File: config.mk
export PLATFORM = sky130hd
export DESIGN_NAME = pcm_to_i2s
export DESIGN_NICKNAME = d
export VERILOG_FILES = /design/src/rtl/pcm_to_i2s.sv
export SDC_FILE = /design/constraint.sdc
export NUM_CORES = 1
export LEC_CHECK = 0
export ABC_AREA = 1
export BUFFER_PORTS_ARGS = -buffer_cell sky130_fd_sc_hd__clkbuf_2
export CORE_ASPECT_RATIO = 1.25
export CORE_MARGIN = 3
export CORE_UTILIZATION = 25
export DETAILED_ROUTE_END_ITERATION = 7
export PLACE_DENSITY = 0.39
export SETUP_SLACK_MARGIN = 0.02
export SYNTH_ARGS = -nofsm -noshare
export SYNTH_HDL_FRONTEND = slang
export SYNTH_SLANG_ARGS = --single-unit
File: constraint.sdc
create_clock -name clk -period 3.5 [get_ports clk]
set_input_delay 0.7 -clock clk [delete_from_list [all_inputs] [get_ports clk]]
set_output_delay 0.7 -clock clk [all_outputs]
set_load 0.005 [all_outputs]
File: src/rtl/pcm_to_i2s.sv
// Parallel PCM pair to Philips I2S transmitter; generates sck/ws internally from clk.
// Define PCM_TX_HOLD_LAST_EN to repeat the last pair on underrun instead of sending silence.
module pcm_to_i2s #(
  parameter int NUMBER_OF_BITS = 8,
  parameter int SLOT_BITS      = 32,
  parameter int BCLK_DIV       = 1
) (
  input  logic                      clk,
  input  logic                      reset,
  input  logic                      enable,
  input  logic [NUMBER_OF_BITS-1:0] left_in,
  input  logic [NUMBER_OF_BITS-1:0] right_in,
  input  logic                      in_valid,
  output logic                      in_ready,
  output logic                      sck,
  output logic                      ws,
  output logic                      sd,
  output logic                      frame_start,
  output logic                      underrun
);

  localparam int FRAME_BITS = 2 * SLOT_BITS;
  localparam int B_W        = $clog2(FRAME_BITS);
  localparam int DIV_W      = (BCLK_DIV > 1) ? $clog2(BCLK_DIV) : 1;
  localparam logic [B_W-1:0]   B_LAST   = B_W'(FRAME_BITS - 1);
  localparam logic [DIV_W-1:0] DIV_LAST = DIV_W'(BCLK_DIV - 1);

  typedef enum logic {IDLE, RUN} state_t;

  state_t                    state_q, state_d;
  logic [DIV_W-1:0]          div_q, div_d;
  logic [B_W-1:0]            b_q, b_d, b_inc;
  logic                      sck_q, sck_d, ws_q, ws_d, sd_q, sd_d;
  logic                      fs_q, fs_d, ur_q, ur_d, rdy_q, rdy_d;
  logic                      full_q, full_d;
  logic [NUMBER_OF_BITS-1:0] hold_l_q, hold_l_d, hold_r_q, hold_r_d;
  logic [NUMBER_OF_BITS-1:0] frame_l_q, frame_l_d, frame_r_q, frame_r_d;
  logic [NUMBER_OF_BITS-1:0] slot_word;
  logic                      fall_tick, load, xfer;
  int                        w_pos, q_pos, o_pos;

  assign in_ready    = rdy_q;
  assign sck         = sck_q;
  assign ws          = ws_q;
  assign sd          = sd_q;
  assign frame_start = fs_q;
  assign underrun    = ur_q;

  always_comb begin
    state_d   = state_q;
    div_d     = div_q;
    b_d       = b_q;
    sck_d     = sck_q;
    ws_d      = ws_q;
    sd_d      = sd_q;
    fs_d      = 1'b0;
    ur_d      = 1'b0;
    full_d    = full_q;
    hold_l_d  = hold_l_q;
    hold_r_d  = hold_r_q;
    frame_l_d = frame_l_q;
    frame_r_d = frame_r_q;
    slot_word = '0;
    fall_tick = 1'b0;
    load      = 1'b0;
    xfer      = in_valid && rdy_q;
    w_pos     = 0;
    q_pos     = 0;
    o_pos     = 0;
    b_inc     = (b_q == B_LAST) ? '0 : b_q + B_W'(1);

    case (state_q)
      IDLE: begin
        div_d = '0;
        b_d   = '0;
        sck_d = 1'b0;
        ws_d  = 1'b0;
        sd_d  = 1'b0;
        if (enable) state_d = RUN;
      end
      RUN: begin
        if (!enable) begin
          state_d = IDLE;
          div_d   = '0;
          b_d     = '0;
          sck_d   = 1'b0;
          ws_d    = 1'b0;
          sd_d    = 1'b0;
        end else if (div_q == DIV_LAST) begin
          div_d     = '0;
          sck_d     = !sck_q;
          fall_tick = sck_q;
        end else begin
          div_d = div_q + DIV_W'(1);
        end
      end
      default: state_d = IDLE;
    endcase

    if (fall_tick) begin
      b_d  = b_inc;
      load = (b_inc == B_W'(1));
    end

    // Load uses the pre-handshake holding state; a same-cycle transfer lands in the next frame.
    if (load) begin
      fs_d = 1'b1;
      if (full_q) begin
        frame_l_d = hold_l_q;
        frame_r_d = hold_r_q;
        full_d    = 1'b0;
      end else begin
        ur_d = 1'b1;
`ifdef PCM_TX_HOLD_LAST_EN
        frame_l_d = frame_l_q;
        frame_r_d = frame_r_q;
`else
        frame_l_d = '0;
        frame_r_d = '0;
`endif
      end
    end

    if (xfer) begin
      hold_l_d = left_in;
      hold_r_d = right_in;
      full_d   = 1'b1;
    end

    rdy_d = !full_d;

    // ws and sd come from the new bit position; at b=1 sd sees the frame being loaded.
    if (fall_tick) begin
      w_pos     = (b_inc == B_LAST) ? 0 : 32'(b_inc) + 1;
      ws_d      = (w_pos >= SLOT_BITS);
      q_pos     = (b_inc == '0) ? FRAME_BITS - 1 : 32'(b_inc) - 1;
      slot_word = (q_pos >= SLOT_BITS) ? frame_r_d : frame_l_d;
      o_pos     = (q_pos >= SLOT_BITS) ? q_pos - SLOT_BITS : q_pos;
      sd_d      = 1'b0;
      for (int unsigned i = 0; i < NUMBER_OF_BITS; i++) begin
        if (o_pos == int'(i)) sd_d = slot_word[NUMBER_OF_BITS-1-i];
      end
    end
  end

  always_ff @(posedge clk) begin
    if (reset) begin
      state_q   <= IDLE;
      div_q     <= '0;
      b_q       <= '0;
      sck_q     <= 1'b0;
      ws_q      <= 1'b0;
      sd_q      <= 1'b0;
      fs_q      <= 1'b0;
      ur_q      <= 1'b0;
      rdy_q     <= 1'b0;
      full_q    <= 1'b0;
      hold_l_q  <= '0;
      hold_r_q  <= '0;
      frame_l_q <= '0;
      frame_r_q <= '0;
    end else begin
      state_q   <= state_d;
      div_q     <= div_d;
      b_q       <= b_d;
      sck_q     <= sck_d;
      ws_q      <= ws_d;
      sd_q      <= sd_d;
      fs_q      <= fs_d;
      ur_q      <= ur_d;
      rdy_q     <= rdy_d;
      full_q    <= full_d;
      hold_l_q  <= hold_l_d;
      hold_r_q  <= hold_r_d;
      frame_l_q <= frame_l_d;
      frame_r_q <= frame_r_d;
    end
  end

endmodule

After elaboration in Yosys (flattened, before gate mapping)
Index checks and enable logic that the tools add are counted.
{ "word_totals": {"inputBits": 20, "ff_bits": 47, "out_inout_bits": 6, "wordCells": 80} }
{ "op_classes": {"n_addsub": 5, "muxes": 39, "bitwise": 2, "magnitude_cmp": 2, "reduce_logical": 6, "n_eq_ne": 12} }
{ "ops": {"columns": ["op", "n"], "rows": [
  ["equality test 32 x 4 -> 1 bit (second input constant)", 4],
  ["equality test 32 x 3 -> 1 bit (second input constant)", 2],
  ["2-to-1 mux 32 bit", 2],
  ["2-to-1 mux 8 bit", 5],
  ["equality test 32 x 2 -> 1 bit (second input constant)", 1],
  ["greater-or-equal comparator 32 x 7 -> 1 bit (second input constant)", 1],
  ["logical NOT 32 bit", 1],
  ["subtractor 32 x 7 -> 32 bit (second input constant)", 1],
  ["2-to-1 mux 1 bit", 24],
  ["2-to-1 mux 6 bit", 3],
  ["equality test 6 bit (second input constant)", 2],
  ["one-hot mux 6 bit (2 select lines)", 1],
  ["adder 6 x 1 -> 7 bit (second input constant)", 1],
  ["greater-or-equal comparator 7 x 6 -> 1 bit (second input constant)", 1],
  ["2-to-1 mux 7 bit", 1],
  ["subtractor 6 x 1 -> 7 bit (second input constant)", 1],
  ["adder 6 x 1 -> 6 bit (second input constant)", 1],
  ["equality test 6 x 1 -> 1 bit (second input constant)", 1],
  ["logical NOT 6 bit", 1],
  ["one-hot mux 1 bit (2 select lines)", 3],
  ["inequality test 3 x 2 -> 1 bit (second input constant)", 1],
  ["inequality test 3 bit (second input constant)", 1],
  ["logical NOT 1 bit", 2],
  ["NOT 1 bit", 2],
  ["3 further kinds", 3]
]} }

Logic depth before layout (Yosys ltp)
{ "depth": {"word_depth": 16, "depth_mapped": 20, "ltp_nobuf": 19} }

Least setup slack after synthesis
Ideal clock, no wire load.
{ "synth_path": {"path_kind": "register to register", "start": "register b_q[0]", "end": "register sd_q, in the netlist sd", "path_stages_with_launch": 17, "setup_time_ns": 0.112, "path_slack_ns": 1.384, "t_required_ns": 3.388, "arrival_ns": 2.004, "path_buffers": 0, "path_cell_list": "dfxtp_1 inv_1 ha_1 a21oi_1 nand2_2 o21ai_2 nand2_1 nor2_4 nand3_1 nand3_1 o21ai_0 inv_1 nand2_1 nand2_1 nand3_1 nand2_1 nand2_1"} }
{ "synth_between": {"elab_chain_len": 16, "word_cells_on_any_way": 31} }
{ "synth_lines": {"columns": ["item", "line_no", "source"], "rows": [
  ["start: declaration", "32", "logic [B_W-1:0] b_q, b_d, b_inc;"],
  ["start signal: assignment", "150", "b_q <= '0;"],
  ["start signal: assignment", "165", "b_q <= b_d;"],
  ["adder 6 x 1 -> 6 bit or equality test 6 bit (tied branches)", "70", "b_inc = (b_q == B_LAST) ? '0 : b_q + B_W'(1);"],
  ["2-to-1 mux 6 bit *", "70", null],
  ["subtractor 6 x 1 -> 7 bit or logical NOT 6 bit (tied branches)", "136", "q_pos = (b_inc == '0) ? FRAME_BITS - 1 : 32'(b_inc) - 1;"],
  ["2-to-1 mux 32 bit", "136", null],
  ["subtractor 32 x 7 -> 32 bit or greater-or-equal comparator 32 x 7 -> 1 bit (tied branches)", "138, 137", null],
  ["2-to-1 mux 32 bit", "138", "o_pos = (q_pos >= SLOT_BITS) ? q_pos - SLOT_BITS : q_pos;"],
  ["logical NOT 32 bit", "141", "if (o_pos == int'(i)) sd_d = slot_word[NUMBER_OF_BITS-1-i];"],
  ["2-to-1 mux 1 bit (7 in a row)", "141", null],
  ["2-to-1 mux 1 bit *", "141", null],
  ["2-to-1 mux 1 bit *", "133", "if (fall_tick) begin"],
  ["end signal: assignment", "153", "sd_q <= 1'b0;"],
  ["end signal: assignment", "168", "sd_q <= sd_d;"],
  ["end: declaration", "33", "logic sck_q, sck_d, ws_q, ws_d, sd_q, sd_d;"]
]} }
Every way passes the cells marked *; elsewhere a longest branch is shown, timed or not.
A chain may end at the register's enable or synchronous reset.

Worst setup path after layout
Ends and elaborated chain as after synthesis.

==> impl_results.md <==
- Die H: 113 um
- Largest net degree at the start of global routing: 25
- Sequential share of the synthesized area: 39.9%
- Worst Tran Pin Value: 0.608 ns
- GRT overflow: 0
- Unrepaired setup endpoints after global routing: false
- Initial DRC Count: 100
- Setup crit end kind: flop
- Tightest Hold Check Type: reg -> reg
- Layout cells sized above 1: 16.3%
- First-pass DRT Iterations: 4
- Max cap viols: 0
- Pwr/cell area: 350 mW/mm^2
- Nets: 385
- Power Total: 0.924 mW
- Area grow syn2layout: 14.2%
- Num rows: 38
- Die W: 92.0 um
- Number of library cell types mapped by synthesis: 34
- Syn avg cell area: 6.87 um^2
- I/O pin cnt: 26
- Core ar.: 0.00884 mm^2
- Setup crit start kind: flop
- RePlAce Congestion: 0.801
- Slew Limit Fails: 0
- Synth warn: 0
- Starting density of the core: 26.1%
- Clk buf depth: 2
- Die area: 0.0104 mm^2
- Post-CTS Setup Inserts: 0
- Hold_buf cts: 0
- Post-Route WL: 5690 um
- Num CTS Buffers: 5
- Antenna violations before repair: 0
- Fin crit share: 77.4%
- Worst slew margin: 59.4%
- Final hold vios: 0
- Final number of setup-violating endpoints: 0
- Hpwl dp: 4410 um
- CTS clk-pin slew, worst paths: 0.09 ns
- Clk_lat worst skew: 0.30 ns
- Setup_tns: 0 ns
- First-pass GRT wire length: 9780 um
- Syn Std Cell Area: 0.00231 mm^2
- Clock sink count: 46
- DRC: 0
- Yosys reg bits: 46
- Tot GR Track Use: 11.6%
- H-tree levels: 2
- Port Buffers: 25
- Leak: 1.11 nW
- Mapped Nets: 360
- Final worst path period need: 2.71 ns
- Peak supply drop: 169 uV
- Avg WL per Cell: 11.8 um
- Worst path arrival time: 2.91 ns
- F_max: 369 MHz
- Setup Skew: 0.00922 ns
- Vias/cell: 4.37
- PostCTS Resize Cnt: 0
- Outcome: completed
- Cell count after synthesis: 336
- Req. time, crit path: 3.70 ns
- Final ANT Viol Nets: 0
- Crit Path Category: reg -> reg
- Vias in the first global route: 2036
- Vias: 2103
- CP max FO: 17
- CTS tree: done
- Root Driver: clkbuf_8
- ANT cells: 0
## layer usage
metal / routed length [um] / GRT usage [%]
met1: 2770 / 14.7
met2: 2700 / 20.1
met3: 158 / 1.98
met4: 58 / 3.57
met5: 0 / 0
## through the flow
step	hold slack (ns)	cells	area (um^2)	utilization (%)	worst slack, ns
after floorplan	0.446	336	2310	-	1.38
after global placement	0.458	474	2560	28.9	0.756
after detailed placement	0.462	474	2560	28.9	0.724
after CTS	0.478	481	2640	29.8	0.703
after global routing	0.499	481	2640	29.8	0.356
final	0.466	481	2640	29.8	0.793
## path summary, 6_finish.rpt
| path | from | to | slack [ns] | depth (start not counted) |
|---|---|---|---|---|
| worst max-delay path | b_q[0]$_SDFFE_PP0P_ | sd$_SDFFE_PP0P_ | 0.79 | 18 |
| worst min-delay path | sd$_SDFFE_PP0P_ | sd$_SDFFE_PP0P_ | 0.47 | 2 |
| worst max register to register | b_q[0]$_SDFFE_PP0P_ | sd$_SDFFE_PP0P_ | 0.79 | 18 |
| worst min register to register | sd$_SDFFE_PP0P_ | sd$_SDFFE_PP0P_ | 0.47 | 2 |
## area by class of cell
type / instances / area, um^2
fillers: 1034 / 6210
inverters: 44 / 171
repair buffers: 28 / 148
multi-input cells: 236 / 1170
well taps: 120 / 150
flip-flops and latches: 46 / 921
clock buffers: 6 / 72.6
clock inverters: 1 / 7.51
## Yosys cell counts, drive strengths merged
| master | count | area, um^2 |
|---|---|---|
| nor2 | 75 | 299 |
| nand2 | 62 | 248 |
| dfxtp | 46 | 921 |
| inv | 41 | 154 |
| nand3 | 36 | 208 |
| o21ai | 29 | 153 |
| a21oi | 10 | 50.1 |
| clkbuf | 6 | 22.5 |
| nand4 | 6 | 50.0 |
| o22ai | 5 | 31.3 |
| buf | 4 | 27.5 |
| ha | 4 | 50.1 |
| clkinv | 3 | 17.5 |
| nor3 | 2 | 10.0 |
| o211ai | 2 | 15.0 |
| a22o | 1 | 8.76 |
| o2111ai | 1 | 8.76 |
| o21a | 1 | 7.51 |
| o21bai | 1 | 18.8 |
| o32ai | 1 | 8.76 |
## layout by cell type, fill, tap and decap left out
cell and count:
nor2_1 70, nand2_1 56, dfxtp_1 46, inv_1 38
nand3_1 32, clkbuf_2 25, o21ai_0 21, a21oi_1 10
nand2_2 6, o21ai_1 6, o22ai_1 5, clkbuf_8 5
nor2_2 4, nand4_1 4, ha_1 4, inv_2 3
nand3_2 3, buf_4 3, nand4_2 2, nor3_1 2
o21ai_2 2, o211ai_1 2, nand3_4 1, clkinv_2 1
clkinv_1 1, clkinv_4 1, o21bai_4 1, o21a_1 1
o32ai_1 1, o2111ai_1 1, a22o_1 1, nor2_4 1
clkinvlp_4 1, clkbuf_1 1
## worst max-delay path, cell delays in order, from the launching register on
cell     delay, ns
dfxtp_1       0.47
ha_1          0.29
nand2_2       0.12
nor2_2        0.12
nand2_2       0.09
nand3_4       0.11
nand2_2       0.08
inv_2         0.06
nand4_2       0.40
nand2_1       0.17
o21ai_1       0.11
a21oi_1       0.14
o21ai_1       0.07
nand2_1       0.09
nand2_1       0.05
nand2_1       0.07
nand3_1       0.07
nand2_1       0.06
nand2_1       0.04
## sequential cells by signal, summed over array words and instances, names as in the netlist, 6 cells and up
name / count
b_q: 6
frame_l_q: 8
frame_r_q: 8
hold_l_q: 8
hold_r_q: 8
## where the power goes
group	leakage (nW)	internal, mW	switching, mW
sequential	0.374	0.540	0.0127
clock	0.0373	0.137	0.178
combinational	0.699	0.0229	0.0333
## kinds of logic after synthesis
logic type | after synthesis | synth area share [%]
buffers and inverters | 54 | 9.59
adder cells (fa/ha/maj) | 4 | 2.17
AND/OR/NAND/NOR | 181 | 35.3
AO/OA/AOI/OAI | 51 | 13.1
flip-flops | 46 | 39.9
Note: power is estimated with default switching activity, not from simulation.
